`src/rtl/bird_physics.sv`:
```
// Bird motion engine: gravity, flap impulse, terminal velocity, IDLE/FLYING/DEAD.
// Optional BIRD_CEILING_CLAMP_EN makes a top hit non-fatal (clamp and keep flying).
module bird_physics #(
    parameter int X_CENTER = 160,
    parameter int Y_CENTER = 240,
    parameter int Y_MIN = 0,
    parameter int Y_MAX = 479,
    parameter int SIZE = 4,
    parameter int GRAVITY = 1,
    parameter int FLAP_VEL = 8,
    parameter int MAX_FALL = 10,
    parameter int VEL_W = 8,
    parameter logic [7:0] FLAP_KEY = 8'h2C,
    parameter logic [7:0] START_KEY = 8'h15
) (
    input  logic                    frame_clk,
    input  logic                    Reset,
    input  logic [7:0]              keycode,
    input  logic                    collide,
    output logic [9:0]              BirdX,
    output logic [9:0]              BirdY,
    output logic [9:0]              BirdS,
    output logic signed [VEL_W-1:0] bird_vel,
    output logic                    game_active,
    output logic                    game_over
);

    typedef enum logic [1:0] {IDLE, FLYING, DEAD} state_t;

    localparam logic signed [11:0] Y_BOT = 12'(Y_MAX - SIZE);
    localparam logic signed [11:0] Y_TOP = 12'(Y_MIN + SIZE);
    localparam logic [9:0] Y_BOT10 = 10'(Y_MAX - SIZE);
    localparam logic [9:0] Y_TOP10 = 10'(Y_MIN + SIZE);
    localparam logic [9:0] Y_MID = 10'(Y_CENTER);
    localparam logic signed [VEL_W-1:0] V_FLAP = VEL_W'(-FLAP_VEL);
    localparam logic signed [VEL_W-1:0] V_MAX = VEL_W'(MAX_FALL);
    localparam logic signed [VEL_W:0] V_MAX_W = (VEL_W+1)'(MAX_FALL);
    localparam logic signed [VEL_W:0] V_GRAV = (VEL_W+1)'(GRAVITY);

    state_t state, state_n;
    logic [7:0] key_prev;
    logic [9:0] y_n;
    logic signed [VEL_W-1:0] v_n;
    logic signed [VEL_W-1:0] nv;
    logic signed [VEL_W:0] vg;
    logic signed [11:0] ny;
    logic flap_evt, start_evt;

    assign BirdX = 10'(X_CENTER);
    assign BirdS = 10'(SIZE);

    assign flap_evt = (keycode == FLAP_KEY) && (key_prev != FLAP_KEY);
    assign start_evt = (keycode == START_KEY) && (key_prev != START_KEY);

    // Position and velocity sums are widened so they cannot wrap
    assign ny = $signed({2'b00, BirdY})
              + $signed({{(12-VEL_W){bird_vel[VEL_W-1]}}, bird_vel});
    assign vg = $signed({bird_vel[VEL_W-1], bird_vel}) + V_GRAV;
    assign nv = flap_evt ? V_FLAP
              : (vg > V_MAX_W) ? V_MAX : vg[VEL_W-1:0];

    always_comb begin
        state_n = state;
        y_n = BirdY;
        v_n = bird_vel;
        unique case (state)
            IDLE: begin
                y_n = Y_MID;
                v_n = '0;
                if (flap_evt) begin
                    state_n = FLYING;
                    v_n = V_FLAP;
                end
            end
            FLYING: begin
                if (collide) begin
                    state_n = DEAD;
                end else if (ny >= Y_BOT) begin
                    state_n = DEAD;
                    y_n = Y_BOT10;
                    v_n = '0;
                end else if (ny <= Y_TOP) begin
`ifdef BIRD_CEILING_CLAMP_EN
                    state_n = FLYING;
`else
                    state_n = DEAD;
`endif
                    y_n = Y_TOP10;
                    v_n = '0;
                end else begin
                    y_n = ny[9:0];
                    v_n = nv;
                end
            end
            DEAD: begin
                if (start_evt) begin
                    state_n = IDLE;
                    y_n = Y_MID;
                    v_n = '0;
                end
            end
            default: begin
                state_n = IDLE;
                y_n = Y_MID;
                v_n = '0;
            end
        endcase
    end

    always_ff @(posedge frame_clk) begin
        if (Reset) begin
            state <= IDLE;
            BirdY <= Y_MID;
            bird_vel <= '0;
            key_prev <= '0;
            game_active <= 1'b0;
            game_over <= 1'b0;
        end else begin
            state <= state_n;
            BirdY <= y_n;
            bird_vel <= v_n;
            key_prev <= keycode;
            game_active <= (state_n == FLYING);
            game_over <= (state_n == DEAD);
        end
    end

endmodule

```
`config.mk`:
```
export PLATFORM = sky130hd
export DESIGN_NAME = bird_physics
export DESIGN_NICKNAME = d
export VERILOG_FILES = /design/src/rtl/bird_physics.sv
export SDC_FILE = /design/constraint.sdc
export NUM_CORES = 1
export LEC_CHECK = 0
export ABC_AREA = 1
export CELL_PAD_IN_SITES_DETAIL_PLACEMENT = 1
export CELL_PAD_IN_SITES_GLOBAL_PLACEMENT = 2
export CORE_ASPECT_RATIO = 1.25
export CORE_MARGIN = 8
export CORE_UTILIZATION = 24
export CTS_CLUSTER_DIAMETER = 50
export CTS_CLUSTER_SIZE = 24
export DETAILED_ROUTE_END_ITERATION = 16
export HOLD_SLACK_MARGIN = 0.12
export PLACE_DENSITY = 0.72
export SYNTH_ARGS = -nofsm -noshare
export SYNTH_HDL_FRONTEND = slang
export SYNTH_SLANG_ARGS = --single-unit
```
`constraint.sdc`:
```
create_clock -name frame_clk -period 2.2 [get_ports frame_clk]
set_clock_uncertainty 0.1 [all_clocks]
set_input_delay 0.33 -clock frame_clk [delete_from_list [all_inputs] [get_ports frame_clk]]
set_output_delay 0.33 -clock frame_clk [all_outputs]
set_load 0.02 [all_outputs]
```
==> results of run 1 <==
## cell type report
| type | count | area share, % |
|---|---|---|
| Clock buffer | 5 | 3.42 |
| Inverter | 56 | 5.75 |
| Clock inverter | 2 | 0.274 |
| Timing Repair Buffer | 88 | 20.2 |
| Sequential cell | 30 | 16.9 |
| Tap cell | 129 | 4.41 |
| Multi-Input combinational cell | 300 | 49.0 |
## how the worst min path moves through the flow
| stage | endpoint | slack (ns) | from |
|---|---|---|---|
| floorplan | key_prev[1]$_SDFF_PP0_ | 0.34 | keycode[1] |
| CTS | BirdY[1]$_SDFFE_PP0P_ | 0.40 | BirdY[1]$_SDFFE_PP0P_ |
| finish | BirdY[1]$_SDFFE_PP0P_ | 0.41 | BirdY[1]$_SDFFE_PP0P_ |
| global placement | BirdY[1]$_SDFFE_PP0P_ | 0.39 | BirdY[1]$_SDFFE_PP0P_ |
| global route | BirdY[1]$_SDFFE_PP0P_ | 0.43 | BirdY[1]$_SDFFE_PP0P_ |
| detailed placement | BirdY[1]$_SDFFE_PP0P_ | 0.39 | BirdY[1]$_SDFFE_PP0P_ |
## cells in the mapped netlist (all sizes together), types with 3 or more instances
cell / instances
nand2: 113
inv: 56
nand3: 35
a21oi: 34
nor2: 32
dfxtp: 30
buf: 22
nand4: 18
ha: 13
nor3: 9
xor2: 6
o21ai: 5
clkbuf: 4
nor4: 3
or2: 3
## layer usage
layer | track usage, % | wire (µm)
met5 | 0 | 0
met2 | 24.4 | 4730
met4 | 6.06 | 229
met3 | 1.89 | 182
met1 | 13.6 | 3440
## timing repair
item                                    in CTS  in global routing
pin swaps                                    9                 10
gates cloned                                 2                  0
buffers inserted                             1                  4
endpoints found under the setup margin      21                 21
resized for setup                           19                 24
hold buffers                                 0                  0
## state kept, by name (all words and copies together) (netlist names)
name,cells
BirdY,10
bird_vel,8
game_active,1
game_over,1
key_prev,8
state,2
## stage by stage
step                instance area (µm²)  util [%]
finish                             3660      36.4
global route                       3660      36.4
CTS                                3510      34.9
detailed placement                 3250      32.3
global placement                   3250      32.3
floorplan                          2570         -
## critical path, cell delays in order, from the launching register on
cell	delay [ns]
dfxtp_4	0.36
ha_4	0.13
inv_2	0.04
fa_2	0.35
inv_2	0.08
nand3_2	0.08
nand2_2	0.08
nand2_2	0.07
nand2_4	0.11
xor2_4	0.18
nand2_1	0.09
nor2_2	0.13
buf_4	0.14
nand2_4	0.07
nand2_4	0.08
nor2_2	0.04
o21ai_1	0.12
nand2_1	0.07
## cell families (layout without fill, tap and decap cells)
family | after synthesis | in the layout | share of synthesized area (%)
DFF | 30 | 30 | 24.4
xor gates and xnor gates | 7 | 7 | 2.80
and+or+nand+nor | 215 | 217 | 40.2
AOI/OAI and AO/OA | 42 | 42 | 8.91
adders and majority gates | 14 | 14 | 7.43
buffers and inverters | 82 | 151 | 15.9
other | 2 | 20 | 0.306
## power by group
group	internal [W]	switching (W)	total, W
Clock	0.000407	0.000229	0.000636
Combinational	0.0000343	0.0000662	0.000101
Sequential	0.000550	0.00000376	0.000554
==> results.json, run 1 <==
{
  "antenna_found_initial": 0,
  "grt_start_max_net_pins": 31,
  "power_w": 0.00129,
  "worstPathRequired_ns": 2.26,
  "synthDistinctLibCells": 32,
  "worstRegToRegCells": 17,
  "cts-root-buf": "clkbuf_16",
  "antenna_cells": 0,
  "core_um2": 10100,
  "synth.cell_area_um2": 2460,
  "fmax_mhz": 414,
  "arrival_ns": 2.48,
  "grt_pass1_wl_mm": 14.1,
  "ff_latch_area_um2": 617,
  "worstSetupStartpoint": "bird_vel[0]$_SDFFE_PP0P_",
  "synth_area_leaders": "dfxtp_1 (24%), nand2_1 (16%), inv_1 (8.2%), a21oi_1 (6.9%), nand3_1 (6.7%)",
  "rr_endpoint": "BirdY[7]$_SDFFE_PP1P_",
  "period_share_pct": 110,
  "rows": 41,
  "synth_flop_cell": "dfxtp_1",
  "cts_buffers": 5,
  "drc": 0,
  "synth_top_area_share_pct": 24.4,
  "hold_viol_final": 0,
  "async_flop_share_pct": 0,
  "drv_cap": 0,
  "r2r_start": "bird_vel[0]$_SDFFE_PP0P_",
  "die_h_um": 129,
  "whs_ns": 0.405,
  "seq_area_frac_synth_pct": 24.4,
  "vias_per_cell": 4.53,
  "violations": "negative setup slack",
  "r2r_setup_slack_ns": -0.22,
  "finalSetupViolCount": 21,
  "track_usage_pct": 12.9,
  "synth_edf_count": 0,
  "grt_setup_unrepaired": "yes",
  "insertion_delay_ns": 0.27,
  "die_x_um": 107,
  "pre_cts_ws_ns": -0.306,
  "maxSlewViolCount": 0,
  "dieArea_um2": 13800,
  "nFillCells": 1320,
  "crit_fanout": 5,
  "critical_path_class": "flop to flop",
  "dp_hpwl_mm": 7.03,
  "hold_depth": 2,
  "end_kind": "flop",
  "ios": 51,
  "vias": 2764,
  "nets": 506,
  "peakVddDrop_mv": 0.241,
  "drt_iter0_drc": 65,
  "dr.pass1.iters": 4,
  "io_buffers": 30,
  "cts.path.max_buffers": 2,
  "wl_mm": 8.59,
  "synth_area_per_cell_um2": 6.27,
  "powerDensity_nw_per_um2": 353,
  "final_cells": 610,
  "ys_ff_latch": 30,
  "layout_common_cells": "nand2_1 (91), buf_4 (57), inv_1 (52), clkdlybuf4s50_1 (30), nand3_1 (28)",
  "ys_warn_count": 0,
  "wl_per_cell_um": 14.1,
  "syn_inst": 392,
  "min_path_type": "flop to flop",
  "place_inst": 596,
  "cts-htree-levels": 2,
  "cts.clk_slew.worst_paths_ns": 0.05,
  "start_util_pct": 24.4,
  "fin_setup_tns_ns": -3.50,
  "finalWorstSetupSlack_ns": -0.216,
  "outcome": "finished, violations left",
  "cts_sinks": 30,
  "postRouteAntennaNets": 0,
  "mostFrequentLayoutCell": "nand2_1",
  "yosys.area.top_type": "dfxtp_1",
  "multi_input_area_um2": 1790,
  "cp-endpoint": "BirdY[7]$_SDFFE_PP1P_",
  "grt_overflow": 0,
  "start_kind": "flop",
  "grt_pass1_vias": 2987,
  "gp_congestion": 0.796,
  "cts_tree": "done",
  "leakage_nw": 1.78,
  "final_layout_size_suffix_gt1_share_pct": 29.1,
  "fin_crit_ns": 2.42,
  "area_delta_synth_final_pct": 48.8
}
No activity file was read; power rests on OpenSTA's default activity.
==> run 2, diff against run 1 <==
Settings changed: CORE_ASPECT_RATIO 1.25 to 1.2.
==> run 2 against run 1 <==
The run still ends with negative setup slack left. Via count is 1.0% lower. Maximum frequency is 1.7% lower. Sequential power hardly changed. Combinational power hardly changed. Clock power is 25% higher. Hold slack better by 0.048 ns. Die area hardly changed. Critical path depth is 1 lower. Cell count is 0.98% lower.
==> results.json, run 2 (synthesized netlist as in run 1, its figures left out) <==
{
  "cts.path.max_buffers": 2,
  "crit_chain": "ha_4, inv_2, fa_2, inv_2, nand3_2, nand2_2, nand2_2, nand2_4, xor2_4, nor2_1, nor2_1, nand2_2, nand2_4, buf_6, nand4_1, a21oi_1",
  "ios": 51,
  "cts.clk_slew.worst_paths_ns": 0.05,
  "cts_hold_buf": 0,
  "grt_pass1_wl_mm": 14.2,
  "track_usage_pct": 12.9,
  "core_um2": 10000,
  "rows": 40,
  "top_register": "BirdY",
  "fmax_mhz": 407,
  "cts_tree": "done",
  "cpPeakStageDelay_ns": 0.36,
  "start_kind": "flop",
  "largest_reg_flops": 10,
  "top_regs": "BirdY x10, bird_vel x8, key_prev x8",
  "drt_iter0_drc": 72,
  "maxSlewViolCount": 0,
  "drc": 0,
  "layout_common_cells": "nand2_1 (93), buf_4 (52), inv_1 (51), clkdlybuf4s50_1 (30), nand3_1 (28)",
  "finalSetupViolCount": 21,
  "cp.depth": 16,
  "end_kind": "flop",
  "antenna_cells": 0,
  "finalWorstSetupSlack_ns": -0.256,
  "min_path_type": "flop to flop",
  "io_buffers": 30,
  "cpMostUsedCell": "nand2_2",
  "area_delta_synth_final_pct": 48.5,
  "grt_start_max_net_pins": 31,
  "postRouteAntennaNets": 0,
  "mostFrequentLayoutCell": "nand2_1",
  "cts-root-buf": "clkbuf_16",
  "pre_cts_ws_ns": -0.346,
  "violations": "negative setup slack",
  "path_delay_family": "simple AND/OR/NAND/NOR gates",
  "grt_overflow": 0,
  "wl_mm": 8.49,
  "vias": 2735,
  "cts_sinks": 30,
  "dieArea_um2": 13700,
  "cts-htree-levels": 2,
  "outcome": "finished, violations left",
  "power_w": 0.00145,
  "worstPathRequired_ns": 2.30,
  "hold_viol_final": 0,
  "insertion_delay_ns": 0.27,
  "vias_per_cell": 4.53,
  "cp_slowest_cell": "fa_2",
  "final_layout_size_suffix_gt1_share_pct": 27.8,
  "drv_cap": 0,
  "hold_depth": 3,
  "die_x_um": 108,
  "crit_fanout": 6,
  "period_share_pct": 112,
  "leakage_nw": 1.77,
  "arrival_ns": 2.55,
  "nets": 503,
  "fin_crit_ns": 2.46,
  "gp_congestion": 0.798,
  "cts_buffers": 5,
  "grt_setup_unrepaired": "yes",
  "crit_buf_inv": 3,
  "wl_per_cell_um": 14.1,
  "dr.pass1.iters": 4,
  "critical_path_class": "flop to flop",
  "nFillCells": 1278,
  "antenna_found_initial": 0,
  "peakVddDrop_mv": 0.283,
  "dp_hpwl_mm": 7.06,
  "worstRegToRegCells": 16,
  "powerDensity_nw_per_um2": 396,
  "die_h_um": 127,
  "start_util_pct": 24.6,
  "grt_pass1_vias": 3042
}
[run 2: worst paths after layout]
path | slack (ns) | end | start
setup / recovery | -0.26 | bird_vel[6]$_SDFFE_PP0P_ | bird_vel[0]$_SDFFE_PP0P_
hold reg to reg | 0.45 | BirdY[9]$_SDFFE_PP0P_ | BirdY[9]$_SDFFE_PP0P_
hold / removal | 0.45 | BirdY[9]$_SDFFE_PP0P_ | BirdY[9]$_SDFFE_PP0P_
setup reg to reg | -0.26 | bird_vel[6]$_SDFFE_PP0P_ | bird_vel[0]$_SDFFE_PP0P_
[run 2: final cells by class]
type | count | area (µm²) | share of cell area [%]
inverters | 56 | 210 | 5.76
clock inverters | 1 | 30.0 | 0.823
repair buffers | 86 | 744 | 20.4
flip-flops and latches | 30 | 617 | 16.9
multi-input cells | 299 | 1750 | 48.0
clock buffers | 6 | 139 | 3.81
well taps | 126 | 158 | 4.32
[run 2: worst reg2reg max path, delay by kind of cell, from the launching register on]
family          cells  cell delay [ns]
buf+inv             3             0.23
compound gates      1             0.13
fa+ha+maj           2             0.50
xor+xnor            1             0.18
simple gates        9             0.90
flops               1             0.35
[run 2: timing repair]
| action | 4_1_cts | 5_1_grt |
|---|---|---|
| pin swaps | 10 | 7 |
| cloned | 1 | 0 |
| resized for setup | 19 | 19 |
| setup endpoints to repair | 21 | 22 |
| buffers inserted | 5 | 0 |
[run 2: metal layers]
| layer | share of wire [%] | wire length, µm | global-route usage [%] | up-vias |
|---|---|---|---|---|
| met2 | 55 | 4640 | 24.2 | 47 |
| met3 | 3.3 | 278 | 1.62 | 16 |
| li1 | - | - | - | 1396 |
| met5 | 0 | 0 | 0 | - |
| met1 | 40 | 3380 | 14.0 | 1276 |
| met4 | 2.3 | 197 | 4.92 | 0 |
[run 2: where the power goes]
| part | switching [W] | total, W | internal [W] |
|---|---|---|---|
| sequential | 0.00000392 | 0.000554 | 0.000550 |
| combinational | 0.0000664 | 0.0000998 | 0.0000335 |
| clock | 0.000235 | 0.000793 | 0.000558 |
| total | 0.000305 | 0.00145 | 0.00114 |
[run 2: metrics by stage]
stage	cells	TNS [ns]	area (µm²)	hold slack, ns	util [%]
global route	604	-7.68	3650	0.508	36.5
CTS	604	-4.11	3550	0.461	35.4
global placement	591	-5.44	3230	0.449	32.3
detailed placement	591	-4.98	3230	0.448	32.3
finish	604	-4.49	3650	0.453	36.5
floorplan	410	-0.867	2570	0.337	-
==> run 3, diff against run 2 <==
Settings changed: CORE_UTILIZATION 24 to 29, PLACE_DENSITY 0.72 to 0.82.
Clock period 2.2 ns to 3.1 ns, I/O delays scaled along.
==> run 3 against run 2 <==
The flow now finishes without violations. Largest power group is now sequential cells. First-iteration DRC count fell by 28%. Cell count fell by 9.9%. Combinational power fell by 35%. Non-clock buffer count fell by 51. Critical endpoint is now BirdY[4]$_SDFFE_PP1P_. Clock-buffer cell count did not move. Critical path type unchanged. Clock power fell by 58%. Via count fell by 6.5%. Hold slack got worse by 0.063 ns.
==> results.json, run 3 (synthesized netlist as in run 1, its figures left out) <==
{
  "outcome": "finished clean",
  "dieArea_um2": 11700,
  "grt_pass1_wl_mm": 12.4,
  "relSlewSlack_pct": 42.0,
  "final_layout_size_suffix_gt1_share_pct": 8.67,
  "fmax_mhz": 360,
  "largest_reg_flops": 10,
  "dp_hpwl_mm": 6.54,
  "cts_sinks": 30,
  "worst_slew_pin_slew_ns": 0.868,
  "drt-met1-wl_mm": 3.00,
  "drt_iter0_drc": 52,
  "vias": 2557,
  "nets": 451,
  "powerDensity_nw_per_um2": 271,
  "antenna_cells": 0,
  "die_h_um": 117,
  "crit_fanout": 15,
  "rows": 37,
  "leakage_nw": 1.44,
  "nFillCells": 1127,
  "top_regs": "BirdY x10, bird_vel x8, key_prev x8",
  "cts_tree": "done",
  "top_register": "BirdY",
  "track_usage_pct": 13.3,
  "whs_ns": 0.390,
  "ctsResizeCount": 0,
  "place_area_um2": 2830,
  "cts_setup_buffers": 0,
  "fin_setup_tns_ns": 0,
  "core_um2": 8430,
  "worstPathRequired_ns": 3.17,
  "critical_path_class": "flop to flop",
  "maxSlewViolCount": 0,
  "arrival_ns": 2.85,
  "cts.clk_slew.worst_paths_ns": 0.07,
  "insertion_delay_ns": 0.28,
  "cts_hold_buf": 0,
  "ios": 51,
  "fin_crit_ns": 2.78,
  "wl_mm": 7.64,
  "drv_cap": 0,
  "wl_met2_mm": 4.23,
  "layout_common_cells": "nand2_1 (102), inv_1 (54), a21oi_1 (34), nand3_1 (33), clkdlybuf4s50_1 (30)",
  "start_kind": "flop",
  "cts-htree-levels": 2,
  "grt_start_max_net_pins": 24,
  "cts.path.max_buffers": 2,
  "postRouteAntennaNets": 0,
  "dr.pass1.iters": 4,
  "antenna_found_initial": 0,
  "cts_buffers": 5,
  "fin_area_um2": 2930,
  "period_share_pct": 89.6,
  "vias_per_cell": 4.70,
  "io_buffers": 30,
  "start_util_pct": 29.2,
  "mostFrequentLayoutCell": "nand2_1",
  "area_delta_synth_final_pct": 19.1,
  "wl_per_cell_um": 14.0,
  "gp_congestion": 0.829,
  "grt_overflow": 0,
  "end_kind": "flop",
  "peakVddDrop_mv": 0.215,
  "die_x_um": 100,
  "cts-root-buf": "clkbuf_8",
  "drc": 0,
  "wl_met3_um": 201,
  "hold_viol_final": 0,
  "grt_pass1_vias": 2742,
  "min_path_type": "flop to flop",
  "top_layer": "met4",
  "grt_setup_unrepaired": "no",
  "finalSetupViolCount": 0
}
## run 3: metal layers
metal	GRT usage, %	vias to the layer above
met1	13.1	1206
li1	-	1298
met3	1.95	13
met2	26.9	40
met4	5.25	0
met5	0	-
## run 3: worst paths after layout
| kind | start | end | slack (ns) | cells past startpoint |
|---|---|---|---|---|
| worst max register to register | bird_vel[0]$_SDFFE_PP0P_ | BirdY[4]$_SDFFE_PP1P_ | 0.32 | 16 |
| worst min-delay path | BirdY[2]$_SDFFE_PP0P_ | BirdY[2]$_SDFFE_PP0P_ | 0.39 | 2 |
| worst min register to register | BirdY[2]$_SDFFE_PP0P_ | BirdY[2]$_SDFFE_PP0P_ | 0.39 | 2 |
| worst max-delay path | bird_vel[0]$_SDFFE_PP0P_ | BirdY[4]$_SDFFE_PP1P_ | 0.32 | 16 |
## run 3: stage by stage
stage / utilization (%) / setup WS (ns) / power (W) / instances
floorplan: - / 0.504 / 0.000464 / 410
global placement: 33.6 / 0.266 / 0.000465 / 536
detailed placement: 33.6 / 0.227 / 0.000467 / 536
CTS: 34.7 / 0.204 / 0.000803 / 544
global route: 34.7 / 0.0574 / 0.000824 / 544
finish: 34.7 / 0.321 / 0.000792 / 544
## run 3: final cells by class
class / count / area [µm²] / share of cell area (%)
clock buffer: 6 / 82.6 / 2.82
clock inverter: 2 / 12.5 / 0.428
inverter: 56 / 210 / 7.18
multi-input combinational: 298 / 1540 / 52.5
sequential: 30 / 602 / 20.6
tap: 117 / 146 / 5.00
timing repair buffer: 35 / 338 / 11.5
## run 3: critical path: stages (launching register included)
cell	delay (ns)
dfxtp_2	0.39
ha_2	0.24
inv_1	0.06
fa_1	0.40
inv_1	0.09
nand3_1	0.10
nand2_1	0.12
nand2_1	0.07
nand2_2	0.10
xor2_2	0.19
nor2_1	0.07
nor2_1	0.10
nand2_1	0.11
nand2_4	0.17
nand2_1	0.10
o21ai_0	0.20
nand2_1	0.06
## run 3: power breakdown
group | switching, W | internal [W] | leakage (nW) | total [W]
Combinational | 0.0000449 | 0.0000200 | 1.14 | 0.0000648
Clock | 0.000155 | 0.000178 | 0.0472 | 0.000333
Sequential | 0.00000283 | 0.000391 | 0.245 | 0.000394
Total | 0.000202 | 0.000589 | 1.44 | 0.000792
